`src/rtl/fb_sprite_writer_if.sv`:
```
// Bus bundle between the sprite writer and its environment.
//   master: request side (start, sprite geometry, destination), ROM data return,
//           frame-buffer arbiter grant; observes the ROM address, write port and status.
//   slave : the sprite writer itself.
interface fb_sprite_writer_if #(
    parameter int unsigned SPR_AW = 14,
    parameter int unsigned FB_AW  = 17
);
    logic              start;
    logic [SPR_AW-1:0] spr_base;
    logic [7:0]        spr_w;
    logic [7:0]        spr_h;
    logic [9:0]        dst_x;
    logic [9:0]        dst_y;
    logic              fb_ready;
    logic [SPR_AW-1:0] spr_addr;
    logic [11:0]       spr_data;
    logic              fb_we;
    logic [FB_AW-1:0]  fb_addr;
    logic [11:0]       fb_data;
    logic              busy;
    logic              done;

    modport master (
        output start, spr_base, spr_w, spr_h, dst_x, dst_y, fb_ready, spr_data,
        input  spr_addr, fb_we, fb_addr, fb_data, busy, done
    );

    modport slave (
        input  start, spr_base, spr_w, spr_h, dst_x, dst_y, fb_ready, spr_data,
        output spr_addr, fb_we, fb_addr, fb_data, busy, done
    );
endinterface

```
`src/rtl/fb_sprite_writer.sv`:
```
// Sprite-to-frame-buffer copy engine.
// Reads a W x H sprite row-major from a synchronous ROM and writes it into the
// FB_W x FB_H video buffer at (dst_x, dst_y), skipping colour-key pixels and
// clipping anything that lands past the right or bottom edge.
// Ports:
//   clk, reset  - system clock, asynchronous active-high reset
//   wr_if.slave - request, ROM read port, frame-buffer write port, busy/done
// The write strobe, address and data are decided in the write slot itself,
// because ROM data for that slot only arrives in that cycle; the address and
// data hold their last written values whenever no write is issued.
module fb_sprite_writer #(
    parameter int unsigned FB_W   = 320,
    parameter int unsigned FB_H   = 240,
    parameter int unsigned FB_AW  = 17,
    parameter int unsigned SPR_AW = 14,
    parameter logic [11:0] KEY    = 12'h0F0
) (
    input  logic              clk,
    input  logic              reset,
    fb_sprite_writer_if.slave wr_if
);

    localparam int unsigned CW = 11;   // clip-test coordinate width, no wrap

    typedef enum logic [1:0] {
        S_IDLE,
        S_READ,
        S_DRAIN,
        S_DONE
    } state_t;

    state_t            state_q, state_d;
    logic [7:0]        w_q, w_d, h_q, h_d;
    logic [9:0]        dx_q, dx_d, dy_q, dy_d;
    logic [7:0]        i_q, i_d, j_q, j_d;
    logic [SPR_AW-1:0] spr_addr_q, spr_addr_d;
    logic              pv_q, pv_d;
    logic [CW-1:0]     px_q, px_d, py_q, py_d;
    logic              stall_q, stall_d;
    logic [11:0]       hold_q, hold_d;
    logic [FB_AW-1:0]  fb_addr_q, fb_addr_d;
    logic [11:0]       fb_data_q, fb_data_d;
    logic              busy_q, busy_d;
    logic              done_q, done_d;

    logic              slot_c;
    logic              last_c;
    logic              in_bounds_c;
    logic              we_c;
    logic [11:0]       pix_c;
    logic [FB_AW-1:0]  addr_c;

    // Write-slot evaluation for the pixel held in the pipeline register.
    // While stalled the ROM already shows the next address's data, so the
    // pixel seen on the first stalled cycle is parked in hold_q and reused.
    always_comb begin
        slot_c      = ((state_q == S_READ) && pv_q) || (state_q == S_DRAIN);
        pix_c       = stall_q ? hold_q : wr_if.spr_data;
        in_bounds_c = (px_q < CW'(FB_W)) && (py_q < CW'(FB_H));
        addr_c      = FB_AW'(FB_AW'(py_q) * FB_AW'(FB_W)) + FB_AW'(px_q);
        we_c        = slot_c && (pix_c != KEY) && in_bounds_c && wr_if.fb_ready;
        last_c      = (i_q == w_q - 8'd1) && (j_q == h_q - 8'd1);
    end

    // Next-state and datapath update.
    always_comb begin
        state_d    = state_q;
        w_d        = w_q;
        h_d        = h_q;
        dx_d       = dx_q;
        dy_d       = dy_q;
        i_d        = i_q;
        j_d        = j_q;
        spr_addr_d = spr_addr_q;
        pv_d       = pv_q;
        px_d       = px_q;
        py_d       = py_q;
        stall_d    = slot_c && !wr_if.fb_ready;
        hold_d     = hold_q;
        fb_addr_d  = fb_addr_q;
        fb_data_d  = fb_data_q;

        if (slot_c && !wr_if.fb_ready && !stall_q) begin
            hold_d = wr_if.spr_data;
        end

        if (we_c) begin
            fb_addr_d = addr_c;
            fb_data_d = pix_c;
        end

        unique case (state_q)
            S_IDLE: begin
                if (wr_if.start) begin
                    w_d        = wr_if.spr_w;
                    h_d        = wr_if.spr_h;
                    dx_d       = wr_if.dst_x;
                    dy_d       = wr_if.dst_y;
                    i_d        = 8'd0;
                    j_d        = 8'd0;
                    pv_d       = 1'b0;
                    spr_addr_d = wr_if.spr_base;
                    if ((wr_if.spr_w == 8'd0) || (wr_if.spr_h == 8'd0)) begin
                        state_d = S_DONE;
                    end else begin
                        state_d = S_READ;
                    end
                end
            end

            S_READ: begin
                if (wr_if.fb_ready) begin
                    // Capture destination coordinates of the pixel being read.
                    pv_d = 1'b1;
                    px_d = CW'(dx_q) + CW'(i_q);
                    py_d = CW'(dy_q) + CW'(j_q);
                    if (last_c) begin
                        state_d = S_DRAIN;
                    end else begin
                        // Row-major and contiguous: the next pixel is one word on.
                        spr_addr_d = spr_addr_q + SPR_AW'(1);
                        if (i_q == w_q - 8'd1) begin
                            i_d = 8'd0;
                            j_d = j_q + 8'd1;
                        end else begin
                            i_d = i_q + 8'd1;
                        end
                    end
                end
            end

            S_DRAIN: begin
                if (wr_if.fb_ready) begin
                    pv_d    = 1'b0;
                    state_d = S_DONE;
                end
            end

            S_DONE: begin
                state_d = S_IDLE;
            end

            default: begin
                state_d = S_IDLE;
            end
        endcase
    end

    // Status flags follow the state being entered so they line up with it.
    always_comb begin
        busy_d = (state_d == S_READ) || (state_d == S_DRAIN);
        done_d = (state_d == S_DONE);
    end

    always_ff @(posedge clk or posedge reset) begin
        if (reset) begin
            state_q    <= S_IDLE;
            w_q        <= '0;
            h_q        <= '0;
            dx_q       <= '0;
            dy_q       <= '0;
            i_q        <= '0;
            j_q        <= '0;
            spr_addr_q <= '0;
            pv_q       <= 1'b0;
            px_q       <= '0;
            py_q       <= '0;
            stall_q    <= 1'b0;
            hold_q     <= '0;
            fb_addr_q  <= '0;
            fb_data_q  <= '0;
            busy_q     <= 1'b0;
            done_q     <= 1'b0;
        end else begin
            state_q    <= state_d;
            w_q        <= w_d;
            h_q        <= h_d;
            dx_q       <= dx_d;
            dy_q       <= dy_d;
            i_q        <= i_d;
            j_q        <= j_d;
            spr_addr_q <= spr_addr_d;
            pv_q       <= pv_d;
            px_q       <= px_d;
            py_q       <= py_d;
            stall_q    <= stall_d;
            hold_q     <= hold_d;
            fb_addr_q  <= fb_addr_d;
            fb_data_q  <= fb_data_d;
            busy_q     <= busy_d;
            done_q     <= done_d;
        end
    end

    assign wr_if.spr_addr = spr_addr_q;
    assign wr_if.busy     = busy_q;
    assign wr_if.done     = done_q;
    assign wr_if.fb_we    = we_c;
    assign wr_if.fb_addr  = we_c ? addr_c : fb_addr_q;
    assign wr_if.fb_data  = we_c ? pix_c : fb_data_q;

endmodule
```
`src/flat_wrapper.sv`:
```
// flat-port wrapper written by rule: the top's interface ports become plain ports
module fb_sprite_writer_flat 
#(
    parameter int unsigned FB_W   = 320,
    parameter int unsigned FB_H   = 240,
    parameter int unsigned FB_AW  = 17,
    parameter int unsigned SPR_AW = 14,
    parameter logic [11:0] KEY    = 12'h0F0
)
  (clk, reset, wr_if_start, wr_if_spr_base, wr_if_spr_w, wr_if_spr_h, wr_if_dst_x, wr_if_dst_y, wr_if_fb_ready, wr_if_spr_data, wr_if_spr_addr, wr_if_fb_we, wr_if_fb_addr, wr_if_fb_data, wr_if_busy, wr_if_done);
  fb_sprite_writer_if #(.SPR_AW(SPR_AW), .FB_AW(FB_AW)) wr_if_i ();
  input  logic clk;
  input  logic reset;
  input wire logic [$bits(wr_if_i.start)-1:0] wr_if_start;
  input wire logic [$bits(wr_if_i.spr_base)-1:0] wr_if_spr_base;
  input wire logic [$bits(wr_if_i.spr_w)-1:0] wr_if_spr_w;
  input wire logic [$bits(wr_if_i.spr_h)-1:0] wr_if_spr_h;
  input wire logic [$bits(wr_if_i.dst_x)-1:0] wr_if_dst_x;
  input wire logic [$bits(wr_if_i.dst_y)-1:0] wr_if_dst_y;
  input wire logic [$bits(wr_if_i.fb_ready)-1:0] wr_if_fb_ready;
  input wire logic [$bits(wr_if_i.spr_data)-1:0] wr_if_spr_data;
  output wire logic [$bits(wr_if_i.spr_addr)-1:0] wr_if_spr_addr;
  output wire logic [$bits(wr_if_i.fb_we)-1:0] wr_if_fb_we;
  output wire logic [$bits(wr_if_i.fb_addr)-1:0] wr_if_fb_addr;
  output wire logic [$bits(wr_if_i.fb_data)-1:0] wr_if_fb_data;
  output wire logic [$bits(wr_if_i.busy)-1:0] wr_if_busy;
  output wire logic [$bits(wr_if_i.done)-1:0] wr_if_done;
  assign wr_if_i.start = wr_if_start;
  assign wr_if_i.spr_base = wr_if_spr_base;
  assign wr_if_i.spr_w = wr_if_spr_w;
  assign wr_if_i.spr_h = wr_if_spr_h;
  assign wr_if_i.dst_x = wr_if_dst_x;
  assign wr_if_i.dst_y = wr_if_dst_y;
  assign wr_if_i.fb_ready = wr_if_fb_ready;
  assign wr_if_i.spr_data = wr_if_spr_data;
  assign wr_if_spr_addr = wr_if_i.spr_addr;
  assign wr_if_fb_we = wr_if_i.fb_we;
  assign wr_if_fb_addr = wr_if_i.fb_addr;
  assign wr_if_fb_data = wr_if_i.fb_data;
  assign wr_if_busy = wr_if_i.busy;
  assign wr_if_done = wr_if_i.done;
  fb_sprite_writer #(.FB_W(FB_W), .FB_H(FB_H), .FB_AW(FB_AW), .SPR_AW(SPR_AW), .KEY(KEY)) u_core (.clk(clk), .reset(reset), .wr_if(wr_if_i));
endmodule
```
`config.mk`:
```
export PLATFORM = sky130hd
export DESIGN_NAME = fb_sprite_writer_flat
export DESIGN_NICKNAME = d
export VERILOG_FILES = /design/src/rtl/fb_sprite_writer_if.sv /design/src/rtl/fb_sprite_writer.sv /design/src/flat_wrapper.sv
export SDC_FILE = /design/constraint.sdc
export NUM_CORES = 1
export LEC_CHECK = 0
export ABC_CLOCK_PERIOD_IN_PS = 5670
export CAP_MARGIN = 40
export CELL_PAD_IN_SITES_DETAIL_PLACEMENT = 2
export CELL_PAD_IN_SITES_GLOBAL_PLACEMENT = 2
export CORE_UTILIZATION = 34
export CTS_CLUSTER_SIZE = 25
export DETAILED_ROUTE_END_ITERATION = 8
export PLACE_DENSITY_LB_ADDON = 0.1
export SETUP_SLACK_MARGIN = 0.05
export SLEW_MARGIN = 20
export SYNTH_ARGS = -nofsm -noshare
export SYNTH_HDL_FRONTEND = slang
export SYNTH_SLANG_ARGS = --single-unit
```
`constraint.sdc`:
```
create_clock -name clk -period 5.67 [get_ports clk]
set_input_delay 1.134 -clock clk [delete_from_list [all_inputs] [get_ports clk]]
set_output_delay 1.134 -clock clk [all_outputs]
set_load 0.005 [all_outputs]
```
==> results.toml <==
[global_routing]
grt_pass1_vias = 7635
grt.total_usage_pct = 21.3
antenna_found_initial = 0
grt_pass1_wl_um = 39900
overflow = 0
grt_max_degree = 67

[worst_setup_path]
cp.required_ns = 4.54
path_class = "reg2out"
rr_worst_depth = 9
rr_startpoint = "u_core.w_q[0]"
endpoint_kind = "primary output"
cp.arrival_ns = 4.00
start_kind = "register"
reg2reg_slack_ns = 2.41
critPathMaxFanout = 4
reg2reg_to = "u_core.j_q[0]"

[routing]
vias = 6705
drtIter0Drc = 212
wl_per_cell_um = 18.7
drc = 0
ant_nets = 0
routed_wirelength_um = 23500
dr.pass1.iters = 4
via_per_inst = 5.33

[flow_run]
cap_violations = 0

[floorplanning]
num_rows = 54
die_y_um = 153
initial_core_util_pct = 35.1
boundaryPins = 112
core-area_um2 = 22100
die_x_um = 153
die-area_um2 = 23400

[outcome]
status = "complete, no violations"

[worst_hold_path]
hold_depth = 2
min_from = "u_core.fb_addr_q[5]"
min_to = "u_core.fb_addr_q[5]"
hold_path.class = "reg2reg"

[finish]
fin_nets = 1079
antenna_cells = 0
area_delta_synth_final_pct = 26.7
drive_gt1_share_pct = 7.25

[logic_synthesis]
synthesis.area_um2 = 7760
synth_nets = 976
yosysSeqAreaShare_pct = 43.5
synth_edf_count = 0
synthFlopType = "dfrtp_1"
synth_area_leader_cell = "dfrtp_1"
netlist_top_cells_count = "nand2_1 (196), dfrtp_1 (135), o21ai_0 (69)"
synth_top_area_share_pct = 43.5
synth.distinct_cells = 60
yosys_register_bits = 135
synth_area_per_cell_um2 = 8.99
async_flop_share_pct = 100
synth_area_leaders = "dfrtp_1 (44%), nand2_1 (9.5%), ha_1 (6.8%)"
yosysWarnings = 0
syn_inst = 864
synth_most_common_cell = "nand2_1"

[power]
ir_drop_v = 0.000207
switching_power_w = 0.00203
comb_power_share_pct = 45.4
p_clk_share_pct = 22.1
p_int_w = 0.00329
power_density_nw_per_um2 = 541
p_leak_nw = 4.44
swShare_pct = 38.2
seqPwrFrac_pct = 32.6

[placed_design]
portBuffers = 111
pre_cts_ws_ns = 0.818
hpwl_um = 17200
gp_congestion = 0.808

[timing]
clock_skew_ns = 0.00924
period_needed_ns = 5.14
slew_headroom_pct = 47.7
rsz0062_at_grt = "no"
finalSetupViolations = 0
tns_ns = 0
timing.final.ws_setup_ns = 0.534
fin_crit_sh_pct = 90.6
hold_violations = 0
max_freq_ghz = 0.195
report.final.slew_viol_count = 0
worst_pin_slew_ns = 0.782

[clock_tree]
clkTransAtPathRegs_ns = 0.06
cts_sinks = 135
cts-buffers-inserted = 17
htree_levels = 4
insertion_delay_ns = 0.43
post_cts_buffers = 0
cts_buffer_depth = 2
cts_tree = "done"
clock_tree.root_cell = "clkbuf_16"
cells in the final DEF (no fill, tap or decap), drive strengths merged, types with 13 or more instances in the layout:
cell type | netlist | routed
a21oi | 32 | 32
and3 | 16 | 16
clkbuf | 31 | 19
clkdlybuf4s50 | 0 | 111
dfrtp | 135 | 135
ha | 42 | 42
inv | 36 | 36
mux2 | 16 | 16
mux2i | 20 | 20
nand2 | 196 | 196
nand3 | 15 | 15
nand4 | 13 | 13
nor2 | 35 | 35
nor3 | 23 | 23
o21ai | 70 | 70
o31ai | 13 | 13
xnor2 | 26 | 26
xor2 | 19 | 19
repair_timing:
action	4_1_cts	5_1_grt
setup endpoints to repair	0	1
resized for setup	0	1
hold buffers	0	0
layer usage:
metal	GRT usage [%]	part of all wire [%]	up-vias
li1	-	-	3212
met1	25.2	44	3383
met2	40.0	52	88
met3	3.32	2.4	22
met4	5.15	1.1	0
met5	0	0	-
worst max-delay path: stages, from the launching register on:
cell and delay [ns]:
dfrtp_1 0.43, ha_1 0.31, ha_1 0.17, inv_1 0.06
fa_1 0.48, inv_1 0.05, ha_1 0.30, a21boi_0 0.25
o21ai_0 0.22, nor4b_2 0.43, mux2i_1 0.27, nand4_1 0.12
clkdlybuf4s50_1 0.47
power groups by stage:
stage	sequential, W	clock [W]	combinational (W)
2_1_floorplan	0.00161	0	0.00150
3_3_place_gp	0.00172	0	0.00227
3_5_place_dp	0.00175	0	0.00242
4_1_cts	0.00174	0.00120	0.00246
5_1_grt	0.00179	0.00124	0.00273
6_report	0.00173	0.00117	0.00241
through the flow:
stage | utilization [%] | cell area [µm²] | power, W | hold WS [ns] | std cells
2_1_floorplan | - | 7760 | 0.00311 | 0.448 | 864
4_1_cts | 44.5 | 9830 | 0.00540 | 0.487 | 1259
6_report | 44.5 | 9840 | 0.00532 | 0.484 | 1259
5_1_grt | 44.5 | 9840 | 0.00576 | 0.514 | 1259
3_3_place_gp | 41.4 | 9150 | 0.00398 | 0.457 | 1225
3_5_place_dp | 41.7 | 9210 | 0.00417 | 0.470 | 1228
kinds of logic after synthesis:
| logic type | count (synthesis) | share of synthesized area, % |
|---|---|---|
| buffers and inverters | 76 | 3.84 |
| adders and majority gates | 46 | 7.80 |
| DFF | 135 | 43.5 |
| and+or+nand+nor | 356 | 21.3 |
| AOI/OAI and AO/OA | 170 | 13.6 |
| muxes | 36 | 4.90 |
| xor gates and xnor gates | 45 | 5.08 |
cell type report:
type                            count  area [µm²]
Fill cell                        2385       12300
Multi-Input combinational cell    653        4100
Sequential cell                   135        3380
Timing Repair Buffer              123        1240
Clock buffer                       19         443
Tap cell                          280         350
Clock inverter                     12         178
Inverter                           37         144
registers in the layout (all words and copies together) (netlist names), 10 cells and up:
register	count
u_core.dx_q	10
u_core.dy_q	10
u_core.fb_addr_q	17
u_core.fb_data_q	12
u_core.hold_q	12
u_core.px_q	11
u_core.py_q	11
u_core.wr_if.spr_addr	14
worst max-delay path by stage:
stage,from,end,slack [ns],cells past startpoint
floorplan,reset,u_core.dx_q[0],0.92,1
global placement,u_core.py_q[1],wr_if_fb_addr[16],0.98,12
detailed placement,u_core.py_q[1],wr_if_fb_addr[16],0.82,12
CTS,u_core.py_q[1],wr_if_fb_addr[16],0.29,12
global route,u_core.py_q[1],wr_if_fb_addr[16],0.18,12
finish,u_core.py_q[1],wr_if_fb_addr[16],0.53,12
Note: power is estimated with default switching activity, not from simulation.
